### src/rtl/jedro_1_defines.sv
// Shared bus types and master indices for the jedro-1 data-RAM arbiter.
// Latency: n/a (types and constants only).
// Backpressure: n/a.
package jedro_1_defines;

  localparam int BUS_ADDR_W = 32;
  localparam int BUS_DATA_W = 32;

  // Fixed master slots on the shared data-RAM port.
  localparam int ARB_LSU_IDX = 0;
  localparam int ARB_IFU_IDX = 1;

  typedef struct packed {
    logic [BUS_ADDR_W-1:0] addr;
    logic [BUS_DATA_W-1:0] data;
    logic [3:0]            strobe;
    logic                  write;
  } bus_req_t;

  typedef struct packed {
    logic [BUS_DATA_W-1:0] data;
    logic                  err;
  } bus_rsp_t;

  // Pointer width that never collapses to zero bits.
  function automatic int safe_clog2(input int n);
    return (n > 1) ? $clog2(n) : 1;
  endfunction

endpackage

### src/rtl/jedro_1_id_fifo.sv
// In-order FIFO holding the master ID of each request awaiting its response.
// Latency: push visible at head the cycle after; registered storage, no bypass.
// Backpressure: pushes ignored when full, pops ignored when empty.
module jedro_1_id_fifo
  import jedro_1_defines::*;
#(
  parameter int DEPTH = 2,
  parameter int WIDTH = 1
) (
  input  logic             clk_i,
  input  logic             rst_i,
  input  logic             push_i,
  input  logic [WIDTH-1:0] push_dat_i,
  input  logic             pop_i,
  output logic [WIDTH-1:0] head_o,
  output logic             full_o,
  output logic             empty_o
);

  localparam int PTR_W = safe_clog2(DEPTH);
  localparam int CNT_W = $clog2(DEPTH + 1);
  localparam logic [PTR_W-1:0] LAST_PTR = PTR_W'(DEPTH - 1);
  localparam logic [CNT_W-1:0] FULL_CNT = CNT_W'(DEPTH);

  logic [WIDTH-1:0] mem_q [DEPTH];
  logic [PTR_W-1:0] wr_ptr_q, wr_ptr_d;
  logic [PTR_W-1:0] rd_ptr_q, rd_ptr_d;
  logic [CNT_W-1:0] cnt_q, cnt_d;
  logic             do_push, do_pop;

  assign full_o  = (cnt_q == FULL_CNT);
  assign empty_o = (cnt_q == '0);
  assign head_o  = mem_q[rd_ptr_q];

  assign do_push = push_i & ~full_o;
  assign do_pop  = pop_i & ~empty_o;

  // Next pointers wrap at DEPTH; count only moves on an unbalanced push/pop.
  always_comb begin
    wr_ptr_d = wr_ptr_q;
    rd_ptr_d = rd_ptr_q;
    cnt_d    = cnt_q;
    if (do_push) wr_ptr_d = (wr_ptr_q == LAST_PTR) ? '0 : wr_ptr_q + 1'b1;
    if (do_pop)  rd_ptr_d = (rd_ptr_q == LAST_PTR) ? '0 : rd_ptr_q + 1'b1;
    if (do_push && !do_pop)      cnt_d = cnt_q + 1'b1;
    else if (do_pop && !do_push) cnt_d = cnt_q - 1'b1;
  end

  // Pointer and occupancy registers; reset empties the queue.
  always_ff @(posedge clk_i) begin
    if (rst_i) begin
      wr_ptr_q <= '0;
      rd_ptr_q <= '0;
      cnt_q    <= '0;
    end else begin
      wr_ptr_q <= wr_ptr_d;
      rd_ptr_q <= rd_ptr_d;
      cnt_q    <= cnt_d;
    end
  end

  // ID storage; contents are don't-care while the slot is not occupied.
  always_ff @(posedge clk_i) begin
    if (do_push) mem_q[wr_ptr_q] <= push_dat_i;
  end

endmodule

### src/rtl/jedro_1_bus_arbiter.sv
// Shares the jedro-1 data-RAM port among NUM_MASTERS requesters; responses steered by in-order ID FIFO.
// Latency: zero-cycle request and response paths, 1 transaction/cycle with MAX_OUTSTANDING>=2.
// Backpressure: grant locks while the RAM stalls; requests stall when the ID FIFO is full.
// Option: define JEDRO_1_ARB_ROUND_ROBIN_EN for round-robin priority (default: fixed, LSU highest).
module jedro_1_bus_arbiter
  import jedro_1_defines::*;
#(
  parameter int NUM_MASTERS     = 2,
  parameter int MAX_OUTSTANDING = 2
) (
  input  logic                   clk_i,
  input  logic                   rst_i,
  input  bus_req_t               m_req_i       [NUM_MASTERS],
  input  logic [NUM_MASTERS-1:0] m_req_valid_i,
  output logic [NUM_MASTERS-1:0] m_req_ready_o,
  output bus_rsp_t               m_rsp_o       [NUM_MASTERS],
  output logic [NUM_MASTERS-1:0] m_rsp_valid_o,
  input  logic [NUM_MASTERS-1:0] m_rsp_ready_i,
  output bus_req_t               s_req_o,
  output logic                   s_req_valid_o,
  input  logic                   s_req_ready_i,
  input  bus_rsp_t               s_rsp_i,
  input  logic                   s_rsp_valid_i,
  output logic                   s_rsp_ready_o,
  output logic                   spurious_rsp_o
);

  localparam int ID_W = $clog2(NUM_MASTERS);
  localparam logic [ID_W-1:0] LAST_IDX = ID_W'(NUM_MASTERS - 1);

  logic            lock_q;
  logic [ID_W-1:0] lock_idx_q;
  logic            spurious_q;
  logic [ID_W-1:0] pick, gnt, head;
  logic            fifo_full, fifo_empty;
  logic            req_vld, req_hs, rsp_hs;

`ifdef JEDRO_1_ARB_ROUND_ROBIN_EN
  logic [ID_W-1:0] rr_q;
  logic [ID_W-1:0] rr_cand;
  logic            rr_found;
  int              rr_idx;

  // Round-robin pick: first requesting master at or after rr_q.
  always_comb begin
    pick     = '0;
    rr_cand  = '0;
    rr_found = 1'b0;
    rr_idx   = 0;
    for (int k = 0; k < NUM_MASTERS; k++) begin
      rr_idx = int'(rr_q) + k;
      if (rr_idx >= NUM_MASTERS) rr_idx = rr_idx - NUM_MASTERS;
      rr_cand = ID_W'(rr_idx);
      if (!rr_found && m_req_valid_i[rr_cand]) begin
        pick     = rr_cand;
        rr_found = 1'b1;
      end
    end
  end

  // Rotate priority past the master whose request was just accepted.
  always_ff @(posedge clk_i) begin
    if (rst_i)       rr_q <= '0;
    else if (req_hs) rr_q <= (gnt == LAST_IDX) ? '0 : gnt + 1'b1;
  end
`else
  // Fixed-priority pick: lowest index (LSU) wins.
  always_comb begin
    pick = '0;
    for (int i = NUM_MASTERS - 1; i >= 0; i--) begin
      if (m_req_valid_i[ID_W'(i)]) pick = ID_W'(i);
    end
  end
`endif

  // A stalled request keeps its grant so s_req_o cannot change under the RAM.
  assign gnt     = lock_q ? lock_idx_q : pick;
  assign s_req_o = m_req_i[gnt];
  // Full FIFO stalls regardless of a same-cycle pop: no rsp->req comb path.
  assign req_vld = m_req_valid_i[gnt] & ~fifo_full;
  assign req_hs  = req_vld & s_req_ready_i;
  assign rsp_hs  = s_rsp_valid_i & s_rsp_ready_o & ~fifo_empty;

  assign s_req_valid_o  = req_vld & ~rst_i;
  assign spurious_rsp_o = spurious_q & ~rst_i;
  // With the FIFO empty any response is accepted and dropped.
  assign s_rsp_ready_o  = ~rst_i & (fifo_empty | m_rsp_ready_i[head]);

  // Per-master request ready and response steering by FIFO head.
  always_comb begin
    m_req_ready_o = '0;
    m_rsp_valid_o = '0;
    for (int i = 0; i < NUM_MASTERS; i++) begin
      m_rsp_o[i]       = s_rsp_i;
      m_req_ready_o[i] = ~rst_i & (gnt == ID_W'(i)) & s_req_ready_i & ~fifo_full;
      m_rsp_valid_o[i] = ~rst_i & s_rsp_valid_i & ~fifo_empty & (head == ID_W'(i));
    end
  end

  // Lock the grant while the RAM withholds ready; release on the handshake.
  always_ff @(posedge clk_i) begin
    if (rst_i) begin
      lock_q     <= 1'b0;
      lock_idx_q <= '0;
    end else if (req_hs) begin
      lock_q     <= 1'b0;
    end else if (req_vld && !s_req_ready_i) begin
      lock_q     <= 1'b1;
      lock_idx_q <= gnt;
    end
  end

  // Sticky flag: a response arrived with nothing outstanding.
  always_ff @(posedge clk_i) begin
    if (rst_i)                            spurious_q <= 1'b0;
    else if (s_rsp_valid_i && fifo_empty) spurious_q <= 1'b1;
  end

  jedro_1_id_fifo #(
    .DEPTH (MAX_OUTSTANDING),
    .WIDTH (ID_W)
  ) u_id_fifo (
    .clk_i      (clk_i),
    .rst_i      (rst_i),
    .push_i     (req_hs),
    .push_dat_i (gnt),
    .pop_i      (rsp_hs),
    .head_o     (head),
    .full_o     (fifo_full),
    .empty_o    (fifo_empty)
  );

endmodule

### config.mk
export PLATFORM = sky130hd
export DESIGN_NAME = jedro_1_bus_arbiter
export DESIGN_NICKNAME = d
export VERILOG_FILES = /design/src/rtl/jedro_1_defines.sv /design/src/rtl/jedro_1_id_fifo.sv /design/src/rtl/jedro_1_bus_arbiter.sv
export SDC_FILE = /design/constraint.sdc
export NUM_CORES = 1
export LEC_CHECK = 0
export BUFFER_PORTS_ARGS = -buffer_cell sky130_fd_sc_hd__buf_2
export CAP_MARGIN = 20
export CORE_AREA = 2 2 123 125
export CTS_CLUSTER_DIAMETER = 120
export CTS_CLUSTER_SIZE = 8
export DETAILED_ROUTE_END_ITERATION = 6
export DIE_AREA = 0 0 125 127
export GPL_TIMING_DRIVEN = 0
export PLACE_DENSITY = 0.41
export SLEW_MARGIN = 5
export SYNTH_ARGS = -nofsm -noshare
export SYNTH_HDL_FRONTEND = slang
export SYNTH_SLANG_ARGS = --single-unit
### constraint.sdc
create_clock -name clk_i -period 2.2 [get_ports clk_i]
set_clock_uncertainty 0.05 [all_clocks]
set_input_delay 0.55 -clock clk_i [delete_from_list [all_inputs] [get_ports clk_i]]
set_output_delay 0.55 -clock clk_i [all_outputs]
set_load 0.02 [all_outputs]
## After elaboration in Yosys (flattened, before gate mapping)

Memories as Yosys holds them, arrays and structs flattened. A register that Yosys moved wholly into a read port is not among the register bits.
Cells that the tools add are included.

- Bits in registers: 7
- RAM bits: 2
- Output and inout bits: 142
- Word-level logic and storage cells: 70
- Memories: 1

Memories:

| memory | words | width | read ports | clocked after Yosys merged registers in | wr ports | line | text |
|---|---|---|---|---|---|---|---|
| u_id_fifo.mem_q | 2 | 1 | 1 | 1 | 1 | jedro_1_id_fifo.sv:25 | `logic [WIDTH-1:0] mem_q [DEPTH];` |

- Add/subtract/negate cells: 4
- $lt $le $gt $ge: 3
- Equality and inequality tests: 1
- Mux-type cells: 17
- Bitwise operators: 27
- Reductions and logical operators: 11

Operators with widths:

| operator | number |
|---|---|
| $mux 69 | 3 |
| $and 1x1->1 | 19 |
| $mux 1 | 12 |
| $not 1->1 | 6 |
| $logic_and 1x1->1 | 4 |
| $lt 1x2->1 const B | 2 |
| $mux 2 | 2 |
| $logic_not 1->1 | 3 |
| $add 1x1->1 const B | 2 |
| $add 2x1->2 const B | 1 |
| $eq 2x2->1 const B | 1 |
| $ge 2x2->1 const B | 1 |
| $logic_not 2->1 | 1 |
| $not 1->2 | 1 |
| $reduce_and 2->1 | 1 |
| $reduce_bool 2->1 | 1 |
| $reduce_or 2->1 | 1 |
| $sub 2x1->2 const B | 1 |
| $or 1x1->1 | 1 |

## Logic depth before layout (Yosys ltp)

Gate-level depths: netlist of the first run.

- Word-level depth: 11
- Gate-level depth with buffers: 7
- Depth with buffers taken out: 7

## Cells and area by module

A second synthesis of the first run with hierarchy kept.

- Cells, all modules: 201
- Area total of the unflattened synthesis: 1839.3 sq um

By module, submodules not included:

| module | times used | cells an instance | area an instance (sq um) | sequential area each (sq um) |
|---|---|---|---|---|
| jedro_1_bus_arbiter | 1 | 173 | 1550.2 | 60.1 |
| jedro_1_id_fifo | 1 | 28 | 289.0 | 160.2 |

## Worst setup path after synthesis of the first run

Ideal clock, no wire load.

- Kind: input to register
- Start point: input rst_i
- End point: register u_id_fifo.cnt_q[1]
- Arrival: 1.847 ns
- Required time: 2.079 ns
- Setup slack: 0.232 ns
- Stages on the path: 5
- Path buffers: 0
- Cells stage by stage: nand3b_1 > or2_2 > ha_1 > or3_1 > a21oi_1

- Longest elaborated chain between the ends: 8
- Elaborated cells between the ends (all ways): 10

RTL lines:

| what | line | text |
|---|---|---|
| start: declaration | jedro_1_bus_arbiter.sv:12 | `input logic rst_i,` |
| $not 1->1 | jedro_1_bus_arbiter.sv:87 | `assign s_rsp_ready_o = ~rst_i & (fifo_empty \| m_rsp_ready_i[head]);` |
| $and 1x1->1 | jedro_1_bus_arbiter.sv:87 |  |
| $and 1x1->1 (2 in series) | jedro_1_bus_arbiter.sv:82 | `assign rsp_hs = s_rsp_valid_i & s_rsp_ready_o & ~fifo_empty;` |
| $and 1x1->1 | jedro_1_id_fifo.sv:36 | `assign do_pop = pop_i & ~empty_o;` |
| $logic_not 1->1 | jedro_1_id_fifo.sv:45 | `if (do_push && !do_pop) cnt_d = cnt_q + 1'b1;` |
| $logic_and 1x1->1 | jedro_1_id_fifo.sv:45 |  |
| $mux 2 or $reduce_bool 2->1 (tied branches) | n/a |  |
| end signal: assignment | jedro_1_id_fifo.sv:58 | `cnt_q <= cnt_d;` |
| end: declaration | jedro_1_id_fifo.sv:28 | `logic [CNT_W-1:0] cnt_q, cnt_d;` |

Parallel ways exist; a longest one is shown, timed or not.
A chain may end at the register's enable or synchronous reset.

==> results.json, run 1 <==
{
  "outcome": "completed",
  "worst_path_max_delay_cell": "mux2_2",
  "setup_tns_ps": 0,
  "worstHoldPathCells": 2,
  "setup_viol": 0,
  "crit_type": "flip-flop to primary output",
  "syn-num-nets": 375,
  "clock.fmax_mhz": 473,
  "cts-root-buf": "clkbuf_16",
  "synth_edf_count": 2,
  "fin_crit_sh_pct": 96.1,
  "path_max_fanout": 10,
  "r2r-end": "u_id_fifo.cnt_q[1]",
  "syn_avg_cell_area_sq_um": 9.21,
  "vias": 2436,
  "synthesis.area_sq_mm": 0.00180,
  "final_core_util_pct": 24.9,
  "yosysWarningCount": 0,
  "grt_pass1_vias": 2465,
  "htree_levels": 1,
  "power.leakage_nw": 2.03,
  "rsz0062_at_grt": "true",
  "cp-endpoint": "s_req_o[27]",
  "clock-sinks": 10,
  "postRouteAntennaNets": 0,
  "synth.area.top_cells": "mux2_2, buf_4, dfxtp_1, mux2_1, edfxtp_1",
  "crit_chain": "nand2_4, buf_4, mux2_2, buf_2",
  "worstSetupEndpointType": "primary output",
  "drcViolationCount": 0,
  "slew_violations": 0,
  "io_buffers": 287,
  "synth_seq_cells": 10,
  "cts_buffers": 3,
  "max-cap-violations": 0,
  "synth_most_common_cell": "buf_4",
  "grt_max_degree": 11,
  "n_fill_cell": 1577,
  "cts_hold_buf": 0,
  "firstDrtPassIters": 4,
  "fin_crit_ps": 2110,
  "dieArea_sq_mm": 0.0159,
  "slew_headroom_pct": 68.0,
  "cts_tree": "yes",
  "ir_worst_vdd_mv": 0.224,
  "synth-async-reset-ratio_pct": 0,
  "hold_violations": 0,
  "wl_per_cell_um": 13.1,
  "drtIter0Drc": 49,
  "grt_usage_pct": 9.88,
  "fp.dieW_um": 125,
  "diodes": 0,
  "drive_above_1_share_pct": 88.7,
  "slowest_delay_ps": 370,
  "via_per_inst": 3.64,
  "synth.distinct_cells": 30,
  "synth_top_area_share_pct": 38.9,
  "synth_common_cells": "buf_4, mux2_2, dfxtp_1, nor2_1",
  "synth_ff_type": "dfxtp_1",
  "chipHeight_um": 127,
  "yosysTopAreaCell": "mux2_2",
  "cp.required_ps": 1600,
  "gp_congestion": 0.825,
  "startpoint": "lock_idx_q",
  "core_sq_mm": 0.0144,
  "antenna_found_initial": 0,
  "drt-total-wl_mm": 8.81,
  "start_util_pct": 12.4,
  "syn_inst": 195,
  "cp-start-kind": "flip-flop",
  "nets": 667,
  "io_pins": 321,
  "cp_data_arrival_time_ps": 1510,
  "num_rows": 44,
  "worst_pin_slew_ps": 479,
  "syn_to_final_growth_pct": 99.7,
  "worst-r2r-cell-count": 6,
  "hold_path_class": "flip-flop to flip-flop",
  "clk_pin_slew_worst_paths_ps": 40,
  "clk-insertion-delay-late_ps": 240,
  "grt_remaining_overflow": 0,
  "place.detailed.hpwl_mm": 7.97,
  "finalPower_mw": 1.24,
  "grt_pass1_wl_mm": 12.8,
  "p_per_area_mw_per_mm2": 345,
  "ys_seq_area_share_pct": 12.3,
  "clockBufferDepth": 2,
  "r2r_setup_slack_ps": 180
}
[stage by stage]
stage	area [sq um]	hold WS, ps	std cells	worst slack [ps]
final	3580	421	670	85.3
after floorplan	1800	379	195	232
after detailed placement	3460	413	666	-159
after global placement	3460	404	666	-124
after CTS	3560	425	670	-25.9
after global routing	3580	469	670	-0.618
[cell families after synthesis]
logic type	count (synthesis)	share of synthesized area, %
mux	71	44.6
xor+xnor	3	1.46
compound gates	10	3.21
simple gates	25	7.81
flops	10	12.3
fa+ha+maj	1	0.697
buf+inv	75	30.0
[cells in the final DEF (no fill, tap or decap), types with 2 or more instances in the layout]
| cell type | synthesis | layout |
|---|---|---|
| nand3b_1 | 2 | 2 |
| mux2_1 | 7 | 7 |
| nor2_1 | 8 | 8 |
| buf_4 | 66 | 72 |
| mux2_2 | 62 | 62 |
| nor2b_1 | 3 | 3 |
| dfxtp_1 | 8 | 7 |
| a21oi_1 | 6 | 6 |
| buf_2 | 7 | 287 |
| edfxtp_1 | 2 | 2 |
| mux2i_2 | 1 | 2 |
| nor3b_1 | 2 | 2 |
| xor2_1 | 2 | 2 |
| clkbuf_16 | 0 | 3 |
| o21ai_0 | 2 | 2 |
| or3_1 | 2 | 2 |
[final cells by class]
cell class | instances | area, sq um | share of cell area (%)
repair buffers | 287 | 1440 | 40.1
multi-input cells | 110 | 1050 | 29.2
plain buffers | 74 | 556 | 15.5
well taps | 184 | 230 | 6.42
flip-flops and latches | 10 | 221 | 6.18
clock buffers | 4 | 88.8 | 2.48
inverters | 1 | 3.75 | 0.105
[worst min path at each step]
stage	startpoint	to	slack, ps
after floorplan	spurious_q	spurious_q	380
after global placement	spurious_q	spurious_q	400
after detailed placement	spurious_q	spurious_q	410
after CTS	spurious_q	spurious_q	420
after global routing	spurious_q	spurious_q	470
final	spurious_q	spurious_q	420
[timing repair]
action / in CTS / in global routing
endpoints found under the setup margin: 70 / 59
buffers inserted: 0 / 0
gates resized for setup: 4 / 13
hold endpoints to repair: 0 / 0
pin swaps: 0 / 1
[metal layers]
layer	global-route usage [%]	vias to the layer above	wire length, um
met5	0	-	0
met1	10.7	1092	3100
li1	-	1192	-
met4	0.980	0	28
met2	19.4	147	4800
met3	3.10	5	878
[power breakdown]
part | switching [mW] | total, mW | leakage [nW] | internal, mW
Combinational | 0.330 | 0.659 | 1.91 | 0.329
Clock | 0.0864 | 0.360 | 0.0442 | 0.273
Sequential | 0.0138 | 0.217 | 0.0828 | 0.203
Total | 0.430 | 1.24 | 2.03 | 0.805
[sequential cells by signal, indices dropped and copies added, names as in the netlist, named ones only]
name                flops
lock_idx_q              1
lock_q                  1
spurious_q              1
u_id_fifo.cnt_q         2
u_id_fifo.mem_q         2
u_id_fifo.rd_ptr_q      1
u_id_fifo.wr_ptr_q      1
[critical path: cells and delay by family, from the launching register on]
| kind | cells | cell delay (ps) |
|---|---|---|
| flops | 1 | 340 |
| buf+inv | 2 | 390 |
| simple gates | 1 | 180 |
| mux | 1 | 370 |
Power figures use the tool's default switching activity.
==> run 2, diff against run 1 <==
--- a/config.mk
+++ b/config.mk
@@ -5,15 +5,19 @@
 export SDC_FILE = /design/constraint.sdc
 export NUM_CORES = 1
 export LEC_CHECK = 0
+export ABC_CLOCK_PERIOD_IN_PS = 1700
 export BUFFER_PORTS_ARGS = -buffer_cell sky130_fd_sc_hd__buf_2
 export CAP_MARGIN = 20
-export CORE_AREA = 2 2 123 125
+export CELL_PAD_IN_SITES_DETAIL_PLACEMENT = 0
+export CELL_PAD_IN_SITES_GLOBAL_PLACEMENT = 2
+export CORE_ASPECT_RATIO = 1.5
+export CORE_MARGIN = 2
+export CORE_UTILIZATION = 10
 export CTS_CLUSTER_DIAMETER = 120
 export CTS_CLUSTER_SIZE = 8
 export DETAILED_ROUTE_END_ITERATION = 6
-export DIE_AREA = 0 0 125 127
 export GPL_TIMING_DRIVEN = 0
-export PLACE_DENSITY = 0.41
+export PLACE_DENSITY = 0.75
 export SLEW_MARGIN = 5
 export SYNTH_ARGS = -nofsm -noshare
 export SYNTH_HDL_FRONTEND = slang
==> constraint.sdc (replaced) <==
create_clock -name clk_i -period 1.7 [get_ports clk_i]
set_clock_uncertainty 0.05 [all_clocks]
set_input_delay 0.425 -clock clk_i [delete_from_list [all_inputs] [get_ports clk_i]]
set_output_delay 0.425 -clock clk_i [all_outputs]
set_load 0.02 [all_outputs]
==> results.json, run 2 (synthesized netlist as in run 1, its figures left out) <==
{
  "slew_headroom_pct": 68.3,
  "ir_worst_vdd_mv": 0.233,
  "cp_data_arrival_time_ps": 1440,
  "cts_buffers": 3,
  "via_per_inst": 3.48,
  "clk-insertion-delay-late_ps": 230,
  "place.detailed.hpwl_mm": 10.1,
  "layout_common_cells": "buf_2, buf_4, mux2_2",
  "cts_hold_buf": 0,
  "final_common_cell": "buf_2",
  "max-cap-violations": 0,
  "wl_per_cell_um": 15.9,
  "fin_crit_sh_pct": 112,
  "reg_top3": "u_id_fifo.cnt_q: 2 flops, u_id_fifo.mem_q: 2 flops",
  "worstSetupEndpointType": "primary output",
  "setup_viol": 76,
  "drcViolationCount": 2,
  "clk_pin_slew_worst_paths_ps": 40,
  "final_core_util_pct": 22.3,
  "diodes": 0,
  "gp_congestion": 0.724,
  "hold_start": "s_rsp_valid_i",
  "core_sq_mm": 0.0178,
  "syn_to_final_growth_pct": 121,
  "hold_path_class": "primary input to flip-flop",
  "slew_violations": 0,
  "cts-root-buf": "clkbuf_16",
  "grt_pass1_vias": 2366,
  "outcome": "finished, violations left",
  "rsz0062_at_grt": "true",
  "cp.required_ps": 1220,
  "r2r-end": "u_id_fifo.cnt_q[1]",
  "vias": 2465,
  "cp-start-kind": "flip-flop",
  "clock-sinks": 10,
  "htree_levels": 1,
  "nets": 673,
  "grt_usage_pct": 10.4,
  "power.leakage_nw": 2.17,
  "r2r_setup_slack_ps": -130,
  "clockBufferDepth": 2,
  "grt_remaining_overflow": 0,
  "clock.fmax_mhz": 523,
  "grt_max_degree": 11,
  "setup_ws_ps": -212,
  "crit_type": "flip-flop to primary output",
  "antenna_found_initial": 2,
  "dpl-instance-area_sq_mm": 0.00352,
  "worst-r2r-cell-count": 6,
  "hold_violations": 0,
  "drt-total-wl_mm": 11.2,
  "fp.dieW_um": 113,
  "cts_tree": "yes",
  "n_fill_cell": 2015,
  "drtIter0Drc": 59,
  "worst_pin_slew_ps": 476,
  "worstHoldPathCells": 3,
  "io_pins": 321,
  "final_area_sq_mm": 0.00397,
  "p_per_area_mw_per_mm2": 414,
  "hold_end": "spurious_q",
  "dpl_worst_slack_ps": -471,
  "chipHeight_um": 168,
  "num_rows": 60,
  "postRouteAntennaNets": 0,
  "firstDrtPassIters": 6,
  "reg2reg_from": "u_id_fifo.mem_q[0]",
  "io_buffers": 287,
  "drive_above_1_share_pct": 90.4,
  "dieArea_sq_mm": 0.0191,
  "grt_pass1_wl_mm": 14.4,
  "fin_crit_ps": 1910,
  "violations": "DRC, setup timing",
  "path_max_fanout": 10,
  "start_util_pct": 10.1
}
==> run 2: report_power, final <==
group          switching (mW)  internal, mW
clock                   0.103         0.308
sequential             0.0245         0.264
combinational           0.462         0.481
==> run 2: cell type report <==
type                            count  area (sq um)  area share (%)
Buffer                             74           611            15.4
Clock buffer                        3          75.1            1.89
Clock inverter                      1          3.75          0.0946
Inverter                            1          3.75          0.0946
Multi-Input combinational cell    111          1130            28.6
Sequential cell                    10           236            5.96
Tap cell                          217           272            6.84
Timing Repair Buffer              292          1630            41.1
==> run 2: worst max path at each step <==
stage                       startpoint                 end  slack [ps]  cells past startpoint
floorplan           u_id_fifo.mem_q[0]  u_id_fifo.cnt_q[1]         -60                      7
global placement                lock_q         s_req_o[49]        -450                      4
detailed placement              lock_q         s_req_o[49]        -470                      4
CTS                         lock_idx_q         s_req_o[32]        -240                      4
global route                    lock_q         s_req_o[46]        -260                      4
finish                      lock_idx_q         s_req_o[55]        -210                      4
==> run 2: repair_timing <==
item,4_1_cts,5_1_grt
endpoints found under the hold margin,0,0
pin swaps,4,4
cloned,0,2
setup endpoints to repair,76,77
gates resized for setup,63,30
setup buffers,1,3
==> run 2: critical path, cell delays in order, from the launching register on <==
cell	delay, ps
dfxtp_4	380
nand2_8	140
buf_8	160
mux2_2	340
buf_4	170
==> run 2: metrics by stage <==
step	hold slack [ps]	power (mW)	setup TNS [ps]	instances
floorplan	379	0.791	-67.8	195
global placement	395	1.17	-25940	699
detailed placement	402	1.17	-28150	699
CTS	385	1.63	-14930	704
global route	413	1.73	-16930	709
finish	390	1.64	-13090	709
==> run 2: routing by layer <==
| metal | vias to the layer above | part of all wire, % | track usage (%) |
|---|---|---|---|
| met5 | - | 0 | 0 |
| met4 | 0 | 0.57 | 1.43 |
| met3 | 6 | 14 | 5.40 |
| met2 | 197 | 43 | 15.9 |
| met1 | 1055 | 42 | 13.4 |
| li1 | 1207 | - | - |
